### config.mk
export PLATFORM = sky130hd
export DESIGN_NAME = command_fifo_mc_flat
export DESIGN_NICKNAME = d
export VERILOG_FILES = /design/src/rtl/command_fifo_mc_pkg.sv /design/src/rtl/command_fifo_mc_if.sv /design/src/rtl/command_fifo_mc_ch.sv /design/src/rtl/command_fifo_mc.sv /design/src/flat_wrapper.sv
export SDC_FILE = /design/constraint.sdc
export NUM_CORES = 1
export LEC_CHECK = 0
export BUFFER_PORTS_ARGS = -buffer_cell sky130_fd_sc_hd__buf_2
export CAP_MARGIN = 20
export CORE_MARGIN = 10
export CORE_UTILIZATION = 45
export DETAILED_ROUTE_END_ITERATION = 7
export PLACE_DENSITY = 0.7
export SYNTH_ARGS = -nofsm -noshare
export SYNTH_HDL_FRONTEND = slang
export SYNTH_SLANG_ARGS = --single-unit
### constraint.sdc
create_clock -name clk -period 4.1 [get_ports clk]
set_input_delay 1.025 -clock clk [delete_from_list [all_inputs] [get_ports clk]]
set_output_delay 1.025 -clock clk [all_outputs]
set_load 0.03 [all_outputs]
### src/rtl/command_fifo_mc_pkg.sv
// Shared sizing helpers and the output command bundle
// for the multi-channel command FIFO.
package command_fifo_pkg;

  function automatic int count_width(input int depth);
    return $clog2(depth + 1);
  endfunction

  function automatic int chan_bits(input int chans);
    return (chans > 2) ? $clog2(chans) : 1;
  endfunction

  localparam int CMD_WIDTH = 16;
  localparam int CMD_CHAN_BITS = chan_bits(4);

  typedef struct packed {
    logic [CMD_WIDTH-1:0]     data;
    logic [CMD_CHAN_BITS-1:0] chan;
  } cmd_out_t;

endpackage

### src/rtl/command_fifo_mc_if.sv
// Producer-side write/status bus and consumer-side
// valid/ready stream of the multi-channel command FIFO.
interface command_fifo_mc_if
  import command_fifo_pkg::*;
#(
  parameter int WIDTH    = 16,
  parameter int DEPTH    = 16,
  parameter int CHANNELS = 4
) ();
  localparam int CW  = count_width(DEPTH);
  localparam int CHB = chan_bits(CHANNELS);

  logic [CHANNELS-1:0]       wr_en;
  logic [CHANNELS*WIDTH-1:0] wr_data;
  logic [CHANNELS-1:0]       full;
  logic [CHANNELS-1:0]       almost_full;
  logic [CHANNELS*CW-1:0]    count;
  logic [CHANNELS-1:0]       overflow;
  logic                      clr_overflow;
  logic                      out_valid;
  logic                      out_ready;
  logic [WIDTH-1:0]          out_data;
  logic [CHB-1:0]            out_chan;

  modport master (
    output wr_en, wr_data, clr_overflow,
    output out_ready,
    input  full, almost_full, count,
    input  overflow, out_valid,
    input  out_data, out_chan
  );

  modport slave (
    input  wr_en, wr_data, clr_overflow,
    input  out_ready,
    output full, almost_full, count,
    output overflow, out_valid,
    output out_data, out_chan
  );
endinterface

### src/rtl/command_fifo_mc_ch.sv
// One command queue: full-depth circular buffer with
// an extra pointer bit, registered status, sticky overflow.
module command_fifo_ch
  import command_fifo_pkg::*;
#(
  parameter int WIDTH        = 16,
  parameter int DEPTH        = 16,
  parameter int AFULL_THRESH = DEPTH - 2,
  localparam int CW = count_width(DEPTH),
  localparam int AW = $clog2(DEPTH),
  localparam int PW = AW + 1
) (
  input  logic             clk,
  input  logic             rst_n,
  input  logic             push_i,
  input  logic             pop_i,
  input  logic             clr_ovf_i,
  input  logic [WIDTH-1:0] din_i,
  output logic [WIDTH-1:0] head_o,
  output logic [CW-1:0]    count_o,
  output logic             full_o,
  output logic             afull_o,
  output logic             ovf_o
);
  logic [WIDTH-1:0] mem_q [DEPTH];
  logic [PW-1:0]    wptr_q, wptr_d;
  logic [PW-1:0]    rptr_q, rptr_d;
  logic [CW-1:0]    cnt_q, cnt_d;
  logic             full_q, full_d;
  logic             afull_q, afull_d;
  logic             ovf_q, ovf_d;
  logic             wr_ok, rd_ok;

  // A full queue drops the write even when popped this cycle
  assign wr_ok = push_i && !full_q;
  assign rd_ok = pop_i && (cnt_q != '0);

  always_comb begin
    wptr_d  = wptr_q + PW'(wr_ok);
    rptr_d  = rptr_q + PW'(rd_ok);
    cnt_d   = cnt_q + CW'(wr_ok) - CW'(rd_ok);
    full_d  = (cnt_d == CW'(DEPTH));
    afull_d = (cnt_d >= CW'(AFULL_THRESH));
    ovf_d   = ovf_q;
    if (clr_ovf_i) ovf_d = 1'b0;
    if (push_i && full_q) ovf_d = 1'b1;
  end

  always_ff @(posedge clk or negedge rst_n) begin
    if (!rst_n) begin
      wptr_q  <= '0;
      rptr_q  <= '0;
      cnt_q   <= '0;
      full_q  <= 1'b0;
      afull_q <= 1'b0;
      ovf_q   <= 1'b0;
    end else begin
      wptr_q  <= wptr_d;
      rptr_q  <= rptr_d;
      cnt_q   <= cnt_d;
      full_q  <= full_d;
      afull_q <= afull_d;
      ovf_q   <= ovf_d;
    end
  end

  always_ff @(posedge clk) begin
    if (wr_ok) mem_q[wptr_q[AW-1:0]] <= din_i;
  end

  assign head_o  = mem_q[rptr_q[AW-1:0]];
  assign count_o = cnt_q;
  assign full_o  = full_q;
  assign afull_o = afull_q;
  assign ovf_o   = ovf_q;
endmodule

### src/rtl/command_fifo_mc.sv
// CHANNELS command queues drained round-robin into one
// registered valid/ready stream tagged with the source channel.
module command_fifo_mc
  import command_fifo_pkg::*;
#(
  parameter int WIDTH        = 16,
  parameter int DEPTH        = 16,
  parameter int CHANNELS     = 4,
  parameter int AFULL_THRESH = DEPTH - 2,
  localparam int CW  = count_width(DEPTH),
  localparam int CHB = chan_bits(CHANNELS)
) (
  input logic              clk,
  input logic              rst_n,
  command_fifo_mc_if.slave bus
);
  logic [WIDTH-1:0]    head [CHANNELS];
  logic [CW-1:0]       cnt  [CHANNELS];
  logic [CHANNELS-1:0] pop;
  logic [CHANNELS-1:0] nonempty;
  logic                load;
  logic                found;
  logic [CHB-1:0]      gnt;
  logic [CHB-1:0]      idx;
  logic                valid_q, valid_d;
  logic [WIDTH-1:0]    data_q, data_d;
  logic [CHB-1:0]      chan_q, chan_d;
  logic [CHB-1:0]      last_q, last_d;

  for (genvar c = 0; c < CHANNELS; c++) begin : g_ch
    command_fifo_ch #(
      .WIDTH       (WIDTH),
      .DEPTH       (DEPTH),
      .AFULL_THRESH(AFULL_THRESH)
    ) u_ch (
      .clk      (clk),
      .rst_n    (rst_n),
      .push_i   (bus.wr_en[c]),
      .pop_i    (pop[c]),
      .clr_ovf_i(bus.clr_overflow),
      .din_i    (bus.wr_data[c*WIDTH +: WIDTH]),
      .head_o   (head[c]),
      .count_o  (cnt[c]),
      .full_o   (bus.full[c]),
      .afull_o  (bus.almost_full[c]),
      .ovf_o    (bus.overflow[c])
    );
    assign bus.count[c*CW +: CW] = cnt[c];
    assign nonempty[c] = (cnt[c] != '0);
    assign pop[c] = load && found && (gnt == CHB'(c));
  end

  assign load = !valid_q || bus.out_ready;

  // Search upward from the channel after the last grant
  always_comb begin
    found = 1'b0;
    gnt   = last_q;
    idx   = '0;
    for (int i = 1; i <= CHANNELS; i++) begin
      idx = CHB'((int'(last_q) + i) % CHANNELS);
      if (!found && nonempty[idx]) begin
        found = 1'b1;
        gnt   = idx;
      end
    end
  end

  always_comb begin
    valid_d = valid_q;
    data_d  = data_q;
    chan_d  = chan_q;
    last_d  = last_q;
    if (load) begin
      if (found) begin
        valid_d = 1'b1;
        data_d  = head[gnt];
        chan_d  = gnt;
        last_d  = gnt;
      end else begin
        valid_d = 1'b0;
      end
    end
  end

  always_ff @(posedge clk or negedge rst_n) begin
    if (!rst_n) begin
      valid_q <= 1'b0;
      data_q  <= '0;
      chan_q  <= '0;
      last_q  <= CHB'(CHANNELS - 1);
    end else begin
      valid_q <= valid_d;
      data_q  <= data_d;
      chan_q  <= chan_d;
      last_q  <= last_d;
    end
  end

  assign bus.out_valid = valid_q;
  assign bus.out_data  = data_q;
  assign bus.out_chan  = chan_q;
endmodule

### src/flat_wrapper.sv
// flat-port wrapper written by rule: the top's interface ports become plain ports
module command_fifo_mc_flat import command_fifo_pkg::*;
#(
  parameter int WIDTH        = 16,
  parameter int DEPTH        = 16,
  parameter int CHANNELS     = 4,
  parameter int AFULL_THRESH = DEPTH - 2,
  localparam int CW  = count_width(DEPTH),
  localparam int CHB = chan_bits(CHANNELS)
)
  (clk, rst_n, bus_wr_en, bus_wr_data, bus_clr_overflow, bus_out_ready, bus_full, bus_almost_full, bus_count, bus_overflow, bus_out_valid, bus_out_data, bus_out_chan);
  command_fifo_mc_if #(.WIDTH(WIDTH), .DEPTH(DEPTH), .CHANNELS(CHANNELS)) bus_i ();
  input logic clk;
  input logic rst_n;
  input wire logic [$bits(bus_i.wr_en)-1:0] bus_wr_en;
  input wire logic [$bits(bus_i.wr_data)-1:0] bus_wr_data;
  input wire logic [$bits(bus_i.clr_overflow)-1:0] bus_clr_overflow;
  input wire logic [$bits(bus_i.out_ready)-1:0] bus_out_ready;
  output wire logic [$bits(bus_i.full)-1:0] bus_full;
  output wire logic [$bits(bus_i.almost_full)-1:0] bus_almost_full;
  output wire logic [$bits(bus_i.count)-1:0] bus_count;
  output wire logic [$bits(bus_i.overflow)-1:0] bus_overflow;
  output wire logic [$bits(bus_i.out_valid)-1:0] bus_out_valid;
  output wire logic [$bits(bus_i.out_data)-1:0] bus_out_data;
  output wire logic [$bits(bus_i.out_chan)-1:0] bus_out_chan;
  assign bus_i.wr_en = bus_wr_en;
  assign bus_i.wr_data = bus_wr_data;
  assign bus_i.clr_overflow = bus_clr_overflow;
  assign bus_i.out_ready = bus_out_ready;
  assign bus_full = bus_i.full;
  assign bus_almost_full = bus_i.almost_full;
  assign bus_count = bus_i.count;
  assign bus_overflow = bus_i.overflow;
  assign bus_out_valid = bus_i.out_valid;
  assign bus_out_data = bus_i.out_data;
  assign bus_out_chan = bus_i.out_chan;
  command_fifo_mc #(.WIDTH(WIDTH), .DEPTH(DEPTH), .CHANNELS(CHANNELS), .AFULL_THRESH(AFULL_THRESH)) u_core (.clk(clk), .rst_n(rst_n), .bus(bus_i));
endmodule
Word level (Yosys, flattened, before mapping)

Memories as Yosys holds them, arrays and structs flattened.
Index checks and enable logic that the tools add are counted.

Add/subtract/negate cells: 20
$mul: 0
Divide/modulo/power cells: 0
Order comparisons: 9
Eq/ne operators: 7
Shifts and indexed selects: 0
Multiplexer cells: 33
Bitwise logic cells: 1
Reduce and logical (&&, ||, !) cells: 39

Operators with widths:

| kind                                                               | count |
|---|---|
| adder 5 x 1 -> 5 bit                                               | 12 |
| binary-select mux 16 bit (select 2 bit)                            | 1 |
| two-way mux 16 bit                                                 | 2 |
| two-way mux 1 bit                                                  | 22 |
| == test 5 bit (second input constant)                              | 4 |
| greater-or-equal comparator 5 x 4 -> 1 bit (second input constant) | 4 |
| logical AND 1 bit                                                  | 20 |
| nonzero test 5 bit                                                 | 4 |
| subtractor 5 x 1 -> 5 bit                                          | 4 |
| < comparator 2 x 3 -> 1 bit (second input constant)                | 4 |
| binary-select mux 1 bit (select 2 bit)                             | 4 |
| zero test 1 bit                                                    | 8 |
| two-way mux 2 bit                                                  | 4 |
| nonzero test 2 bit                                                 | 4 |
| adder 2 x 1 -> 2 bit (second input constant)                       | 2 |
| adder 2 bit (second input constant)                                | 2 |
| == test 2 bit (second input constant)                              | 2 |
| greater-or-equal comparator 3 bit (second input constant)          | 1 |
| inverter 2 -> 3 bit                                                | 1 |
| == test 2 x 1 -> 1 bit (second input constant)                     | 1 |
| zero test 2 bit                                                    | 1 |
| AND reduction 2 bit                                                | 1 |
| logical OR 1 bit                                                   | 1 |

Bits in registers: 93
Bits in latches: 0
RAM bits: 1024
ROM bits: 0
Memories: 4

Memories:

| name                      | words | bits a word | read ports | clocked after Yosys merged registers in | wr ports | RTL line                 | RTL |
|---|---|---|---|---|---|---|---|
| u_core.g_ch[0].u_ch.mem_q | 16    | 16          | 1          | 0                                       | 1        | command_fifo_mc_ch.sv:25 | `logic [WIDTH-1:0] mem_q [DEPTH];` |
| u_core.g_ch[1].u_ch.mem_q | 16    | 16          | 1          | 0                                       | 1        | command_fifo_mc_ch.sv:25 |  |
| u_core.g_ch[2].u_ch.mem_q | 16    | 16          | 1          | 0                                       | 1        | command_fifo_mc_ch.sv:25 |  |
| u_core.g_ch[3].u_ch.mem_q | 16    | 16          | 1          | 0                                       | 1        | command_fifo_mc_ch.sv:25 |  |

Longest topological paths before layout

Gate-level depths: netlist of the first run.

Word-level depth: 18
Gate-level depth with buffers: 19
Gate-level depth less buffers: 17

By module

A second synthesis of the first run with hierarchy kept.

Cell total of the unflattened synthesis: 2333
Area total of the unflattened synthesis: 44739.2 um^2

Modules (own cells, without submodules):

| module                                    | instances | cells an instance | area an instance (um^2) | seq. area each (um^2) |
|---|---|---|---|---|
| command_fifo_ch (u_core.g_ch[2].u_ch ...) | 2         | 550               | 10829.1                 | 8087.8 |
| command_fifo_ch (u_core.g_ch[0].u_ch ...) | 2         | 550               | 10821.6                 | 8087.8 |
| command_fifo_mc                           | 1         | 133               | 1437.6                  | 528.0 |

Worst setup path before layout of the first run

Ideal clock, no wire load.

Path kind: register to register
Start point: register u_core.g_ch[3].u_ch.cnt_q[3]
End point: register u_core.g_ch[0].u_ch.full_q
Arrival: 3.821 ns
Path slack: 0.193 ns
Cell stages (with the launch flop): 17
Path buffers: 2
Cells stage by stage: dfrtp_1 -> inv_1 -> ha_1 -> or4b_4 -> nand2b_1 -> o21ai_1 -> nand2b_1 -> buf_2 -> buf_2 -> nor3_1 -> ha_1 -> inv_1 -> ha_1 -> fa_1 -> xor2_1 -> or3_1 -> nor3_1

Longest elaborated chain between the ends: 18
Elaborated cells between the ends (all ways): 29
Classes of those cells: add/sub (1); eq/ne (1); mux (16); reduce/logical (11)

Ends and longest elaborated chain:

| what                                                          | RTL line                 | RTL |
|---|---|---|
| from (decl)                                                   | command_fifo_mc_ch.sv:28 | `logic [CW-1:0] cnt_q, cnt_d;` |
| from (signal assigned)                                        | command_fifo_mc_ch.sv:60 | `cnt_q <= cnt_d;` |
| nonzero test 5 bit (*)                                        | command_fifo_mc.sv:49    | `assign nonempty[c] = (cnt[c] != '0);` |
| binary-select mux 1 bit (select 2 bit)                        | command_fifo_mc.sv:62    | `if (!found && nonempty[idx]) begin` |
| two-way mux 1 bit (implied by the code)                       | command_fifo_mc.sv:62    |  |
| two-way mux 1 bit                                             | command_fifo_mc.sv:62    |  |
| zero test 1 bit                                               | command_fifo_mc.sv:62    |  |
| logical AND 1 bit                                             | command_fifo_mc.sv:62    |  |
| two-way mux 1 bit                                             | command_fifo_mc.sv:62    |  |
| zero test 1 bit                                               | command_fifo_mc.sv:62    |  |
| [... 4 more ...]                                              | --                       |  |
| two-way mux 2 bit / two-way mux 1 bit (equally long branches) | command_fifo_mc.sv:62    |  |
| zero test 2 bit / logical AND 1 bit (equally long branches)   | command_fifo_mc.sv:50    | `assign pop[c] = load && found && (gnt == CHB'(c));` |
| logical AND 1 bit (*)                                         | command_fifo_mc.sv:50    |  |
| logical AND 1 bit (*)                                         | command_fifo_mc_ch.sv:36 | `assign rd_ok = pop_i && (cnt_q != '0);` |
| subtractor 5 x 1 -> 5 bit (*)                                 | command_fifo_mc_ch.sv:41 | `cnt_d = cnt_q + CW'(wr_ok) - CW'(rd_ok);` |
| net u_core.g_ch[0].u_ch.cnt_d[2]                              | command_fifo_mc_ch.sv:28 |  |
| == test 5 bit (*)                                             | command_fifo_mc_ch.sv:42 | `full_d = (cnt_d == CW'(DEPTH));` |
| net u_core.g_ch[0].u_ch.full_d                                | command_fifo_mc_ch.sv:29 | `logic full_q, full_d;` |
| to (signal assigned)                                          | command_fifo_mc_ch.sv:61 | `full_q <= full_d;` |
| to (decl)                                                     | command_fifo_mc_ch.sv:29 |  |

Mark *: on every way through the listed nets, which the timed path passes. The rest lies on a longest branch. The select of a mux whose other input is x is not followed.
A chain may end at the register's enable or synchronous reset.

Final worst setup path of the first run

Start point: register u_core.g_ch[1].u_ch.cnt_q[3]
End point: register u_core.g_ch[1].u_ch.full_q

Longest elaborated chain between the ends: 18
Elaborated cells between the ends (all ways): 30
Classes of those cells: add/sub (2); eq/ne (2); mux (16); reduce/logical (10)

Ends and longest elaborated chain:

| what                                                               | RTL line |
|---|---|
| from (decl)                                                        | command_fifo_mc_ch.sv:28 |
| from (signal assigned)                                             | command_fifo_mc_ch.sv:60 |
| nonzero test 5 bit                                                 | command_fifo_mc_ch.sv:36, command_fifo_mc.sv:49 |
| binary-select mux 1 bit (select 2 bit)                             | command_fifo_mc.sv:62 |
| two-way mux 1 bit (implied by the code)                            | command_fifo_mc.sv:62 |
| two-way mux 1 bit                                                  | command_fifo_mc.sv:62 |
| zero test 1 bit                                                    | command_fifo_mc.sv:62 |
| logical AND 1 bit                                                  | command_fifo_mc.sv:62 |
| two-way mux 1 bit                                                  | command_fifo_mc.sv:62 |
| zero test 1 bit                                                    | command_fifo_mc.sv:62 |
| [... 3 more ...]                                                   | -- |
| logical AND 1 bit                                                  | command_fifo_mc.sv:62 |
| two-way mux 2 bit / two-way mux 1 bit (equally long branches)      | command_fifo_mc.sv:62 |
| == test 2 x 1 -> 1 bit / logical AND 1 bit (equally long branches) | command_fifo_mc.sv:50 |
| logical AND 1 bit                                                  | command_fifo_mc.sv:50 |
| logical AND 1 bit                                                  | command_fifo_mc_ch.sv:36 |
| subtractor 5 x 1 -> 5 bit (*)                                      | command_fifo_mc_ch.sv:41 |
| == test 5 bit (*)                                                  | command_fifo_mc_ch.sv:42 |
| net u_core.g_ch[1].u_ch.full_d                                     | command_fifo_mc_ch.sv:29 |
| to (signal assigned)                                               | command_fifo_mc_ch.sv:61 |
| to (decl)                                                          | command_fifo_mc_ch.sv:29 |

Marks and branches as above.

==> results of run 1 <==
-- placed cells by master (no fill, tap or decap), types with 24 or more instances in the layout --
master     instances
a221oi_1          32
mux4_2           256
inv_1             41
a22oi_1           64
dfrtp_1           75
edfxtp_1        1024
clkbuf_16        110
a22o_1            34
buf_4            104
nor2_1            59
buf_2            121
clkinv_1          24
nand2_1           71
ha_1              40
clkbuf_1          25
-- per-layer routing --
layer  global-route usage (%)  wire length [um]  share of wire (%)  vias up
met5                        0                64              0.066        -
met1                     23.6             38200                 39    10996
met3                     5.65              9100                9.3      175
met2                     28.8             47800                 49      812
met4                     4.80              2510                2.6       10
li1                         -                 -                  -     8811
-- registers in the layout (all words and copies together), names as in the netlist --
name and cells:
u_core.g_ch.u_ch.afull_o 4, u_core.g_ch.u_ch.ovf_o 4, u_core.bus.out_chan 2, u_core.g_ch.u_ch.count_o 20, u_core.g_ch.u_ch.wptr_q 16, u_core.bus.out_valid 1
u_core.g_ch.u_ch.full_o 4, u_core.bus.out_data 16, u_core.last_q 2, u_core.g_ch.u_ch.rptr_q 16, u_core.g_ch.u_ch.mem_q 1024
-- worst max-delay path by stage --
| stage | start | to | cells past startpoint |
|---|---|---|---|
| finish | u_core.g_ch[1].u_ch.count_o[3] | u_core.g_ch[1].u_ch.full_o | 17 |
| global route | u_core.g_ch[3].u_ch.count_o[2] | u_core.g_ch[1].u_ch.afull_o | 17 |
| CTS | u_core.g_ch[1].u_ch.count_o[3] | u_core.g_ch[2].u_ch.full_o | 16 |
| detailed placement | u_core.g_ch[1].u_ch.count_o[3] | u_core.g_ch[1].u_ch.afull_o | 17 |
| global placement | u_core.g_ch[1].u_ch.count_o[3] | u_core.g_ch[1].u_ch.full_o | 17 |
| floorplan | u_core.g_ch[3].u_ch.count_o[3] | u_core.g_ch[0].u_ch.full_o | 16 |
-- critical path: cells and delay by family, from the launching register on --
kind                       cells  cell delay (ns)
DFF                            1             0.40
and+or+nand+nor                6             1.10
buffers and inverters          3             0.36
xor gates and xnor gates       1             0.12
AOI/OAI and AO/OA              3             0.74
adders and majority gates      4             1.08
-- stage by stage --
step	power (mW)	cells
global placement	26.1	3400
CTS	36.0	3602
finish	35.8	3604
floorplan	22.5	2019
global route	37.5	3603
detailed placement	26.5	3400
-- power breakdown --
part           internal (mW)  switching, mW  total [mW]
clock                   5.40           4.09        9.49
sequential              13.9           1.29        15.1
combinational           4.86           6.35        11.2
-- repair_timing --
| item | CTS | global route |
|---|---|---|
| endpoints found under the setup margin | 1 | 7 |
| cloned | 0 | 0 |
| hold endpoints to repair | 0 | 0 |
| gates resized for setup | 1 | 8 |
-- cells by family (layout without fill, tap and decap cells) --
group                      Yosys count  after routing  share of synthesized area, %
DFF                               1109           1109                          76.3
muxes                              290            290                          14.4
and+or+nand+nor                    221            221                          2.36
AOI/OAI and AO/OA                  169            169                          3.34
buffers and inverters              154            472                          1.65
adders and majority gates           44             44                          1.35
xor gates and xnor gates            32             32                         0.650
other                                0              2                             0
-- layout make-up --
class / count / area (sq um) / share of cell area (%)
Sequential cell: 1109 / 32900 / 66.9
Clock buffer: 141 / 2930 / 5.96
Timing Repair Buffer: 229 / 1470 / 2.98
Inverter: 41 / 154 / 0.313
Multi-Input combinational cell: 756 / 9640 / 19.6
Tap cell: 1265 / 1580 / 3.22
Antenna cell: 2 / 5.00 / 0.0102
Clock inverter: 61 / 478 / 0.972
==> run metrics, run 1 <==
post-layout instance area 49200 sq um; Tmin final 3.92 ns; cells on worst reg2reg path 17; Final Slew Violations 0; GRT Total Usage 18.0%; CORE AREA 95000 sq um; count of final setup violators 0; Post-DP Area 45700 sq um; Fin Setup TNS 0 ns; Post-CTS Setup Repair Bufs 0; # IOs 123; slack of the critical path 0.177 ns; layout cell share with drive strength beyond 1 30.6%; Post-synth ARST share 7.66%; CTS H-Tree Depth 3; Pleak 16.4 nW; fill count 7347; number of global-route vias before repair 21691; Longest Clk Path Bufs 3; Worst-Skew Late Latency 0.68 ns; crit path cell chain inv_1 > ha_1 > or4b_4 > a22o_1 > a211o_2 > buf_12 > nand2_1 > nor2_1 > ha_1 > inv_1 > ha_1 > fa_1 > a21oi_1 > nor2_1 > nor2_2 > xnor2_2 > nor3_1; Reg clk slew, reported paths 0.06 ns; PortBufs 122; Slew HR 26.0%; final wirelength 97.7 mm; Pwr Density 729 nW/um^2; top-count cell post-synth edfxtp_1; Routability Congestion 0.844; TritonCTS Buffers 107; Root Driver clkbuf_16; Syn Area/Cell 21.3 sq um; Yosys top cell area share 71.3%; max frequency 255 MHz; number of clock sinks 1109; DP Worst Slack 0.0147 ns; R2R setup slack 0.18 ns; Fin. Hold Viols 0; die area 109000 sq um; Tightest Pin Transition 1.11 ns; Worst R2R End u_core.g_ch[1].u_ch.full_o; Hold Crit Class input pin to async pin; WP data required 4.68 ns; maximum VDD drop 0.000453 V; Nets 2360; first-pass GRT wire length 144 mm; Final Util 51.7%; HPWL after detailed placement 61.1 mm; Post-synth EDFFs 1024; Die Width 329 um; Tcrit/Tclk final 95.7%; Congestion Overflow GR 0; CP Data Arrival Time 4.50 ns; FF-to-FF Start u_core.g_ch[1].u_ch.count_o[3]; largest net degree at the start of global routing 51; Synth cell types 44; Routed WL per cell 27.1 um; starting density of the core 45.4%; synth top area cells edfxtp_1 71%, mux4_2 13%, dfrtp_1 4.8%, ha_1 1.2%, a22oi_1 1.1%; most used cell, CP ha_1; max_cap viols 0; Seq/Total Area, Yosys 76.3%; outcome finished, final reports clean; initial antenna violation count 13; Area growth, synth to finish 14.0%; Die H 329 um; cell count after synthesis 2019; leading cell types by count after synthesis 1024 x edfxtp_1, 256 x mux4_2, 83 x dfrtp_1; DR vias 20804; row count 113; hold slack final 0.404 ns; hold_buf cts 0; Final ANT Viol Nets 0; CTS tree built; CP peak stage delay 0.50 ns; Synth Register Bits 1109; DR iter-0 viols 2446; Synth warnings 0; top cell type by total area after synthesis edfxtp_1; Remaining DRCs 0; critical path type flop to flop; Worst Skew 0.0210 ns; Top FF cell, synth edfxtp_1; Worst setup EP type flop; Synth Cell Area 43100 sq um; First-pass DRT Iterations 5; Startpoint Class flop; Slowest-stage cell, CP or4b_4; vias per cell 5.77; Crit Path Max Fanout 35; Mapped Nets 2135
Note: power is estimated with default switching activity, not from simulation.
==> run 2, diff against run 1 <==
--- a/config.mk
+++ b/config.mk
@@ -9,6 +9,7 @@
 export CAP_MARGIN = 20
 export CORE_MARGIN = 10
 export CORE_UTILIZATION = 45
+export CTS_BUF_LIST = sky130_fd_sc_hd__clkbuf_8
 export DETAILED_ROUTE_END_ITERATION = 7
 export PLACE_DENSITY = 0.7
 export SYNTH_ARGS = -nofsm -noshare
==> run 2 against run 1 <==
Final area fell by 0.51%. Global-route usage rose by 0.13 points. Utilization fell by 0.26 points. Hold slack got worse by 0.15 ns. Clock power fell by 11%. Die area did not move. First-iteration DRC count fell by 13%. Combinational power barely moved. Clock skew rose by 0.0046 ns.
==> run metrics, run 2 (synthesized netlist as in run 1, its figures left out) <==
first-pass GRT wire length 145 mm; First-pass DRT Iterations 6; Remaining DRCs 0; number of global-route vias before repair 22114; Largest register FFs 1024; count of final setup violators 0; Area growth, synth to finish 13.5%; die area 109000 sq um; vias per cell 5.66; Worst-Skew Late Latency 0.81 ns; unrepaired setup endpoints after global routing no; number of clock sinks 1109; Worst Skew 0.0256 ns; Final Slew Violations 0; Root Driver clkbuf_8; maximum VDD drop 0.000459 V; Post-DP Area 45700 sq um; DR iter-0 viols 2123; Congestion Overflow GR 0; Reg clk slew, reported paths 0.06 ns; initial antenna violation count 14; Worst setup EP type flop; Fin. Hold Viols 0; max_cap viols 0; final wirelength 98.1 mm; Final ANT Viol Nets 0; Post-CTS Setup Repair Bufs 0; slack of the critical path 0.233 ns; WP data required 4.76 ns; Die Width 329 um; Slew HR 28.0%; GRT Total Usage 18.1%; Pleak 16.6 nW; Routability Congestion 0.844; Startpoint Class flop; TritonCTS Buffers 171; layout cell share with drive strength beyond 1 31.8%; Routed WL per cell 26.4 um; outcome finished, final reports clean; HPWL after detailed placement 61.1 mm; Tcrit/Tclk final 94.3%; largest net degree at the start of global routing 51; Longest Clk Path Bufs 3; DR vias 21014; DP Worst Slack 0.0147 ns; Fin Setup TNS 0 ns; Tmin final 3.87 ns; max frequency 259 MHz; post-layout instance area 48900 sq um; critical path type flop to flop; starting density of the core 45.4%; row count 113; Hold Crit Class input pin to async pin; # IOs 123; Tightest Pin Transition 1.08 ns; commonest non-fill, non-tap cell in the layout edfxtp_1; commonest non-fill, non-tap cells in the layout 1024 x edfxtp_1, 256 x mux4_2, 190 x clkbuf_8, 121 x buf_2; CTS H-Tree Depth 4; Final Util 51.5%; Pwr Density 711 nW/um^2; Crit Path Max Fanout 35; CORE AREA 95000 sq um; CTS tree built; PortBufs 122; CP Data Arrival Time 4.53 ns; Nets 2424; Power Total 34.7 mW; Die H 329 um
[run 2: cell count changes in the layout (fill, tap and decap cells not counted), sizes merged]
cell | before | now
inv | 44 | 107
clkbuf | 141 | 190
diode | 2 | 5
bufinv | 6 | 2
clkinv | 49 | 45
[run 2: per-stage QoR]
stage | hold WS (ns) | cells
6_report | 0.258 | 3711
5_1_grt | 0.270 | 3708
4_1_cts | 0.224 | 3706
3_5_place_dp | 0.477 | 3400
3_3_place_gp | 0.473 | 3400
2_1_floorplan | 0.465 | 2019
[run 2: area by class of cell]
class,count,area (sq um)
Fill cell,7397,46100
Multi-Input combinational cell,756,9640
Clock buffer,190,2620
Clock inverter,116,534
Tap cell,1265,1580
Sequential cell,1109,32900
Inverter,41,154
Antenna cell,5,12.5
Timing Repair Buffer,229,1470
[run 2: final timing paths]
check | start | to | slack [ns] | cells after the start
max | u_core.g_ch[1].u_ch.count_o[3] | u_core.g_ch[1].u_ch.afull_o | 0.23 | 17
min | rst_n | u_core.g_ch[0].u_ch.ovf_o | 0.26 | 1
max reg2reg | u_core.g_ch[1].u_ch.count_o[3] | u_core.g_ch[1].u_ch.afull_o | 0.23 | 17
min reg2reg | u_core.bus.out_data[4] | u_core.bus.out_data[4] | 0.49 | 2
max in group asynchronous | rst_n | u_core.g_ch[1].u_ch.count_o[4] | 2.98 | 2
min in group clk | bus_wr_en[0] | u_core.g_ch[0].u_ch.ovf_o | 0.45 | 3
[run 2: critical path, stage by stage (launching register included)]
cell and delay, ns:
dfrtp_1 0.40, inv_1 0.10, ha_1 0.16, or4b_4 0.50, a22o_1 0.22, a211o_2 0.36, buf_12 0.21, nand2_1 0.09
nor2_1 0.06, ha_1 0.28, inv_1 0.04, ha_1 0.20, fa_1 0.44, a21oi_1 0.16, nor2_1 0.06, nor2_2 0.13
xnor2_2 0.16, nand2_1 0.13
[run 2: per-layer routing]
metal | vias to the layer above | global-route usage [%] | share of wire [%]
li1 | 8963 | - | -
met1 | 11056 | 24.2 | 40
met2 | 819 | 29.2 | 49
met3 | 164 | 4.84 | 8.7
met4 | 12 | 4.92 | 1.9
met5 | - | 0 | 0.080
[run 2: report_power, final]
group | switching [mW] | leakage, nW | internal (mW) | total (mW)
registers | 1.29 | 10.3 | 13.9 | 15.1
clock network | 4.10 | 1.85 | 4.35 | 8.45
logic | 6.29 | 4.43 | 4.86 | 11.1
[run 2: what timing repair did]
| action | 4_1_cts | 5_1_grt |
|---|---|---|
| hold buffers | 0 | 0 |
| cloned | 0 | 0 |
| endpoints found under the setup margin | 1 | 7 |
| resized for setup | 1 | 8 |
